==> config.mk <==
export PLATFORM = sky130hd
export DESIGN_NAME = tx_port_channel_gate_256
export DESIGN_NICKNAME = d
export VERILOG_FILES = /design/src/rtl/tx_port_channel_gate_256.sv
export SDC_FILE = /design/constraint.sdc
export NUM_CORES = 2
export LEC_CHECK = 0
export BUFFER_PORTS_ARGS = -buffer_cell sky130_fd_sc_hd__buf_2
export CAP_MARGIN = 20
export CORE_MARGIN = 2
export CORE_UTILIZATION = 35
export DETAILED_ROUTE_END_ITERATION = 16
export PLACE_DENSITY = 0.56
export REMOVE_ABC_BUFFERS = 1
export SKIP_LAST_GASP = 1
export SLEW_MARGIN = 20
export SYNTH_ARGS = -nofsm -noshare
export SYNTH_HDL_FRONTEND = slang
export SYNTH_SLANG_ARGS = --single-unit
==> constraint.sdc <==
create_clock -name CLK -period 61.9 [get_ports CLK]
set_input_delay 9.285 -clock CLK [delete_from_list [all_inputs] [get_ports CLK]]
set_output_delay 9.285 -clock CLK [all_outputs]
set_load 0.005 [all_outputs]
==> src/rtl/tx_port_channel_gate_256.sv <==
// Purpose : channel-facing TX entry stage; serialises one user transaction into an event/data FIFO.
// Latency : CHNL_TX rise -> open event #1 in FIFO 1 cycle; -> CHNL_TX_ACK 2 cycles (FIFO not full).
// Backpr. : writes stall while the FIFO is full; CHNL_TX_DATA_REN drops and close events wait for space.
//
// Ports:
//   CLK, RST            sole clock; synchronous active-high reset (flushes FIFO, drops partial txn)
//   CHNL_TX             user opens/holds a transaction; dropping it closes the transaction
//   CHNL_TX_ACK         one-cycle pulse once both open events are queued
//   CHNL_TX_LAST/LEN/OFF  transaction attributes, captured when open event #1 is written
//   CHNL_TX_DATA[_VALID]  payload beat; accepted when CHNL_TX_DATA_REN is also high
//   EVT_DATA            registered FIFO head {evt_flag, payload}, updated the cycle after a pop
//   EVT_DATA_EMPTY      FIFO holds no entries
//   EVT_DATA_RD_EN      pop request from the downstream monitor
module tx_port_channel_gate_256 #(
  parameter int C_DATA_WIDTH = 256,
  parameter int C_FIFO_DEPTH = 8
) (
  input  logic                    CLK,
  input  logic                    RST,
  input  logic                    CHNL_TX,
  output logic                    CHNL_TX_ACK,
  input  logic                    CHNL_TX_LAST,
  input  logic [31:0]             CHNL_TX_LEN,
  input  logic [30:0]             CHNL_TX_OFF,
  input  logic [C_DATA_WIDTH-1:0] CHNL_TX_DATA,
  input  logic                    CHNL_TX_DATA_VALID,
  output logic                    CHNL_TX_DATA_REN,
  output logic [C_DATA_WIDTH:0]   EVT_DATA,
  output logic                    EVT_DATA_EMPTY,
  input  logic                    EVT_DATA_RD_EN
);

  localparam int C_FIFO_DEPTH_WIDTH = $clog2(C_FIFO_DEPTH) + 1;
  localparam int PTR_W              = $clog2(C_FIFO_DEPTH);
  localparam logic [C_FIFO_DEPTH_WIDTH-1:0] DEPTH_C    = C_FIFO_DEPTH_WIDTH'(C_FIFO_DEPTH);
  localparam logic [C_FIFO_DEPTH_WIDTH-1:0] DEPTH_M2_C = C_FIFO_DEPTH_WIDTH'(C_FIFO_DEPTH - 2);

  typedef enum logic [2:0] {
    S_IDLE    = 3'd0,
    S_OPEN_2  = 3'd1,
    S_OPEN    = 3'd2,
    S_CLOSE_1 = 3'd3,
    S_CLOSE_2 = 3'd4
  } state_e;

  // Event entries: flag bit set, 64-bit event word in the low bits, rest zero.
  function automatic logic [C_DATA_WIDTH:0] evt_entry(input logic [63:0] word);
    logic [C_DATA_WIDTH:0] e;
    e               = '0;
    e[C_DATA_WIDTH] = 1'b1;
    e[63:0]         = word;
    return e;
  endfunction

  // ---------------------------------------------------------------------------
  // Channel FSM
  // ---------------------------------------------------------------------------
  state_e      state_q, state_d;
  logic [31:0] len_q, len_d;
  logic [30:0] off_q, off_d;
  logic        last_q, last_d;
  logic [31:0] beat_q, beat_d;
  logic        ack_q, ack_d;
  logic        ren;

  logic                          wr_en;
  logic [C_DATA_WIDTH:0]         wr_dat;
  logic                          full;
  logic [C_FIFO_DEPTH_WIDTH-1:0] count_q;

  always_ff @(posedge CLK) begin
    if (RST) begin
      state_q <= S_IDLE;
      len_q   <= '0;
      off_q   <= '0;
      last_q  <= 1'b0;
      beat_q  <= '0;
      ack_q   <= 1'b0;
    end else begin
      state_q <= state_d;
      len_q   <= len_d;
      off_q   <= off_d;
      last_q  <= last_d;
      beat_q  <= beat_d;
      ack_q   <= ack_d;
    end
  end

  always_comb begin
    state_d = state_q;
    len_d   = len_q;
    off_d   = off_q;
    last_d  = last_q;
    beat_d  = beat_q;
    ack_d   = 1'b0;
    ren     = 1'b0;
    wr_en   = 1'b0;
    wr_dat  = '0;

    case (state_q)
      S_IDLE: begin
        // Need room for both open events before committing, so the pair is never split by a full FIFO.
        if (CHNL_TX && (count_q <= DEPTH_M2_C)) begin
          wr_en   = 1'b1;
          wr_dat  = evt_entry({CHNL_TX_LEN, CHNL_TX_OFF, CHNL_TX_LAST});
          len_d   = CHNL_TX_LEN;
          off_d   = CHNL_TX_OFF;
          last_d  = CHNL_TX_LAST;
          beat_d  = '0;
          state_d = S_OPEN_2;
        end
      end

      S_OPEN_2: begin
        wr_en  = 1'b1;
        wr_dat = evt_entry({len_q, off_q, last_q});
        if (!full) begin
          // Registered, so the ACK is seen in the first OPEN cycle.
          ack_d   = 1'b1;
          state_d = S_OPEN;
        end
      end

      S_OPEN: begin
        if (!CHNL_TX) begin
          state_d = S_CLOSE_1;
        end else begin
          ren = !full;
          if (CHNL_TX_DATA_VALID && !full) begin
            wr_en  = 1'b1;
            wr_dat = {1'b0, CHNL_TX_DATA};
            beat_d = beat_q + 32'd1;
          end
        end
      end

      S_CLOSE_1: begin
        wr_en  = 1'b1;
        wr_dat = evt_entry({32'd0, beat_q});
        if (!full) begin
          state_d = S_CLOSE_2;
        end
      end

      S_CLOSE_2: begin
        wr_en  = 1'b1;
        wr_dat = evt_entry({32'd0, beat_q});
        if (!full) begin
          state_d = S_IDLE;
        end
      end

      default: begin
        state_d = S_IDLE;
      end
    endcase
  end

  // ---------------------------------------------------------------------------
  // Event/data FIFO with registered head
  // ---------------------------------------------------------------------------
  logic [C_DATA_WIDTH:0] mem [C_FIFO_DEPTH];
  logic [PTR_W-1:0]      wr_ptr_q;
  logic [PTR_W-1:0]      rd_ptr_q;
  logic [C_DATA_WIDTH:0] evt_data_q;
  logic                  wr_ok;
  logic                  rd_ok;

  assign full  = (count_q == DEPTH_C);
  // A full FIFO refuses writes even when a pop happens in the same cycle.
  assign wr_ok = wr_en && !full;
  assign rd_ok = EVT_DATA_RD_EN && (count_q != '0);

  always_ff @(posedge CLK) begin
    if (RST) begin
      wr_ptr_q   <= '0;
      rd_ptr_q   <= '0;
      count_q    <= '0;
      evt_data_q <= '0;
    end else begin
      if (wr_ok) begin
        wr_ptr_q <= wr_ptr_q + PTR_W'(1);
      end
      if (rd_ok) begin
        rd_ptr_q   <= rd_ptr_q + PTR_W'(1);
        evt_data_q <= mem[rd_ptr_q];
      end
      case ({wr_ok, rd_ok})
        2'b10:   count_q <= count_q + C_FIFO_DEPTH_WIDTH'(1);
        2'b01:   count_q <= count_q - C_FIFO_DEPTH_WIDTH'(1);
        default: count_q <= count_q;
      endcase
    end
  end

  always_ff @(posedge CLK) begin
    if (!RST && wr_ok) begin
      mem[wr_ptr_q] <= wr_dat;
    end
  end

  assign EVT_DATA         = evt_data_q;
  assign EVT_DATA_EMPTY   = (count_q == '0);
  assign CHNL_TX_ACK      = ack_q;
  assign CHNL_TX_DATA_REN = ren;

endmodule
* Yosys cells after proc, flatten, opt, wreduce, memory -nomap -nowiden
Memory sizes are Yosys's and may differ from the RTL's. A register that Yosys moved wholly into a read port is not among the register bits.
Index checks and enable logic that the tools add are counted.
** Operators by class
- Mux-type cells :: 24
- Bitwise logic cells :: 1
- Add/sub/neg operators :: 5
- Magnitude comparators :: 1
- Reductions and logical operators :: 18
- Eq/ne operators :: 14
** Operators by type and width (count)
- $pmux W257 S4 :: 1
- $mux W256 :: 2
- $mux W257 :: 1
- $mux W32 :: 3
- $pmux W32 S2 :: 1
- $add A32 B1 Y32 const B :: 1
- $mux W3 :: 5
- $pmux W3 S5 :: 1
- $ne A2 B2 Y1 const B :: 7
- $mux W1 :: 8
- $pmux W4 S2 :: 1
- $add A3 B1 Y3 const B :: 2
- $eq A3 B2 Y1 const B :: 2
- $logic_and A1 B1 Y1 :: 5
- $reduce_and A5 Y1 :: 1
- $add A4 B1 Y4 const B :: 1
- $eq A4 B4 Y1 const B :: 1
- $le A4 B3 Y1 const B :: 1
- $logic_not A4 Y1 :: 1
- $reduce_and A4 Y1 :: 1
- $reduce_bool A2 Y1 :: 2
- $reduce_bool A4 Y1 :: 1
- $reduce_or A2 Y1 :: 2
- $sub A4 B1 Y4 const B :: 1
- 10 further kinds :: 11
** Storage, ports and cells
- Flip-flop bits (word level) :: 110
- Output and inout bits :: 260
- Bits in writable memories :: 2056
- Memories :: 1
- Input port bits :: 325
- Logic and storage cells :: 73
** Memories
- mem :: depth 8, bits a word 257, read ports 1, clocked after memory_dff 1, write ports 1, line 162 : logic [C_DATA_WIDTH:0] mem [C_FIFO_DEPTH];

* Longest topological paths before layout
- Depth after elaboration :: 10
- Mapped depth :: 13
- Depth with buffers taken out :: 11

* Least setup slack after synthesis
OpenSTA, ideal clock, no wires.
- Kind :: in2reg
- Start :: input CHNL_TX
- End :: memory mem[5][0] (netlist name), enable pin
- Setup slack :: 24.139 ns
- Stages on the path :: 5
- Library setup time :: 1.592 ns
- Data required time :: 60.308 ns
- Arrival time :: 36.169 ns
- Cell sequence :: nand3_2 > o211a_1 > a21oi_1 > buf_2 > nor4b_1
** On the way
- Cells in the longest elaborated chain, start to end :: 7
- Elaborated cells between the ends (all ways) :: 8
- Those cells by class :: mux: 5; reduce/logical: 3
** RTL lines
- start, declared :: line 20 : input logic CHNL_TX,
- $logic_and A1 B1 Y1 :: line 103 : if (CHNL_TX && (count_q <= DEPTH_M2_C)) begin
- $mux W1 :: line 103
- $pmux W1 S3 * :: line 100 : case (state_q)
- $logic_and A1 B1 Y1 * :: line 171 : assign wr_ok = wr_en && !full;
- $logic_and A1 B1 Y1 * :: line 197 : if (!RST && wr_ok) begin
- $mux W1 * :: line 197
- $mux W1 (implied by the code) * :: line 198 : mem[wr_ptr_q] <= wr_dat;
- end, declared :: line 162
Every way passes the cells marked *; elsewhere a longest branch is shown, timed or not.

* Final worst setup path
- Start :: input CHNL_TX
- End :: output CHNL_TX_DATA_REN
** On the way
- Cells in the longest elaborated chain, start to end :: 2
** RTL lines
- $mux W1 :: line 125 : if (!CHNL_TX) begin
- $mux W1 :: line 100
- end, declared :: line 27 : output logic CHNL_TX_DATA_REN,
No other way between the ends.

==> metrics.yaml <==
port_buffers: 584
fin_crit_ps: 19320
cts_buffer_depth: 4
die_h_um: 517.0
required_ps: 52610
clock_latency_ps: 940
track_usage_pct: 16.44
slew_violations: 0
multi_input_area_um2: 21500
status: "completed"
timing.rr.start: "state_q[1]"
synth-compound-area-share_pct: 3.528
die_w_um: 517.0
cpMostUsedCell: "buf_2"
vias_per_cell: 5.114
synth-async-reset-ratio_pct: 0
cts_hold_buf: 0
yosys_most_used_dff: "edfxtp_1"
timing.final.crit_share_pct: 31.22
num_rows: 188
fillers: 23439
syn_inst: 4780
drive_gt1_share_pct: 28.63
syn_area_um2: 92110
synth_xor_area_share_pct: 0.06656
synthMuxAreaShare_pct: 15.54
htreeDepth: 5
startpoint: "CHNL_TX"
drc: 0
vias: 46756
wl_per_cell_um: 24.54
path_cells: "buf_2, inv_1, nor3_1, buf_2"
yosysSeqAreaShare_pct: 75.01
slowest_delay_ps: 330
grt_pass1_vias: 47638
first_pass_iters: 7
vdd_drop_max_mv: 0.02787
endpoint_kind: "primary output"
area_growth_pct: 17.17
core_area_um2: 262000
cts_buffers: 282
setup_viol: 0
avgSynthCellArea_um2: 19.27
place_congestion: 0.7284
rrSetupSlack_ps: 55940
clkSinkCount: 2423
yosysWarnings: 0
layout.cells.most_common: "edfxtp_1"
post_cts_buffers: 0
synth_cell_types: 59
synth_adder_area_share_pct: 0.1032
grt_max_degree: 180
crit_arrival_ps: 10040
drt-total-wl_um: 224400
cts-root-buf: "clkbuf_16"
reg2regPathDepth: 8
r2r_end: "mem[0][110]"
layout.nets: 5744
hold_path.class: "reg -> reg"
drt_iter0_markers: 3997
die_area_um2: 267300
max_cap_violations: 0
tightest_slew_ps: 1116
worst-path-buf-inv: 3
grt_overflow: 0
cp_num_cells: 4
yosys.area_share.simple_pct: 3.990
synth_top_family_by_area: "multiplexers"
power_density_nw_per_um2: 42.29
crit_type: "in -> out"
grt_pass1_wl_um: 323800
cp-endpoint: "CHNL_TX_DATA_REN"
utilization_pct: 41.18
start_util_pct: 35.15
start_kind: "primary input"
cpMaxStageDelayCell: "nor3_1"
rsz0062_at_grt: "no"
clock-skew-final_ps: 67.01
max_freq_mhz: 51.75
seqCellArea_um2: 69100
cts_resized: 0
dp_hpwl_um: 124600
hold_viol: 0
p_leak_nw: 35.74
cp_top_family: "buffers and inverters"
synth_edf_count: 2056
layout_common_cells: "2,056 x edfxtp_1, 583 x buf_2, 514 x mux4_2"
cts_tree: "yes"
ios: 585
ys_ff_latch: 2423
final_antenna_net_count: 0
clk_pin_slew_ps: 60
path_max_fanout: 5
setup_tns_ps: 0
grt_antenna_before_repair: 31
slew_headroom_pct: 25.60
per-stage QoR:
stage / power [mW] / area [um^2] / hold WS [ps] / cells / worst slack [ps]
2_1_floorplan: 2.971 / 90640 / 429.8 / 4465 / 24070
3_3_place_gp: 2.974 / 98830 / 441.3 / 8643 / 42460
3_5_place_dp: 2.996 / 98840 / 445.9 / 8643 / 42570
4_1_cts: 4.635 / 107900 / 454.4 / 9139 / 42560
5_1_grt: 4.775 / 107900 / 467.4 / 9141 / 42550
6_report: 4.564 / 107900 / 454.1 / 9143 / 42580
metal layers:
metal | global-route usage (%) | share of wire, %
met5 | 0 | 0.076
met4 | 5.395 | 2.9
met3 | 3.735 | 6.2
met2 | 27.06 | 49
met1 | 21.52 | 42
report_power, final:
part	total, mW	internal [mW]	leakage, nW	switching (mW)
clock	1.63	0.984	4.43	0.643
sequential	2.09	2.00	22.7	0.0857
combinational	0.849	0.341	8.62	0.508
total	4.56	3.33	35.7	1.24
cells in the mapped netlist, types with 20 or more instances:
library cell     n  share of area [%]
clkbuf_1       125               0.51
buf_1           47               0.19
buf_4           31               0.25
inv_1           42               0.17
mux2i_1        270                2.9
buf_2           87               0.47
a222oi_1        64               0.70
and2_1         193                1.3
a21oi_1         88               0.48
nor2_1         278                1.1
mux4_2         514                 13
clkbuf_2        20               0.11
edfxtp_1      2056                 67
dfxtp_1        367                8.0
a211oi_1       257                2.1
nand2_1        182               0.74
registers in the layout (all words and copies together) (netlist names), 3 cells and up:
| signal | flops |
|---|---|
| mem | 2056 |
| count_q | 4 |
| beat_q | 32 |
| off_q | 31 |
| len_q | 32 |
| state_q | 3 |
| wr_ptr_q | 3 |
| rd_ptr_q | 3 |
| EVT_DATA | 257 |
area by class of cell:
cell class	count	share of cell area, %
Timing Repair Buffer	663	3.421
Sequential cell	2423	64.03
Multi-Input combinational cell	2000	19.92
Clock inverter	115	1.129
Inverter	42	0.1461
Antenna cell	4	0.009275
Tap cell	3515	4.075
Clock buffer	381	7.269
cell families (layout without fill, tap and decap cells):
| group | after synthesis | in the layout |
|---|---|---|
| adders and majority gates | 7 | 7 |
| other | 0 | 4 |
| AOI/OAI and AO/OA | 441 | 441 |
| buffers and inverters | 357 | 1201 |
| and+or+nand+nor | 758 | 758 |
| muxes | 787 | 787 |
| xor gates and xnor gates | 7 | 7 |
| DFF | 2423 | 2423 |
worst min path at each step:
stage | cells after the start | endpoint | from
after floorplan | 2 | off_q[0] | off_q[0]
after global placement | 2 | off_q[3] | off_q[3]
after detailed placement | 2 | len_q[20] | len_q[20]
after CTS | 2 | len_q[20] | len_q[20]
after global routing | 2 | off_q[18] | off_q[18]
final | 2 | len_q[20] | len_q[20]
worst register-to-register path, cell delays in order, from the launching register on:
cell	delay, ps
dfxtp_1	650
nand3_2	280
o211a_1	300
a21oi_1	630
and3b_4	690
buf_4	640
buf_4	780
buf_4	790
buf_4	780
Note: power is estimated with default switching activity, not from simulation.
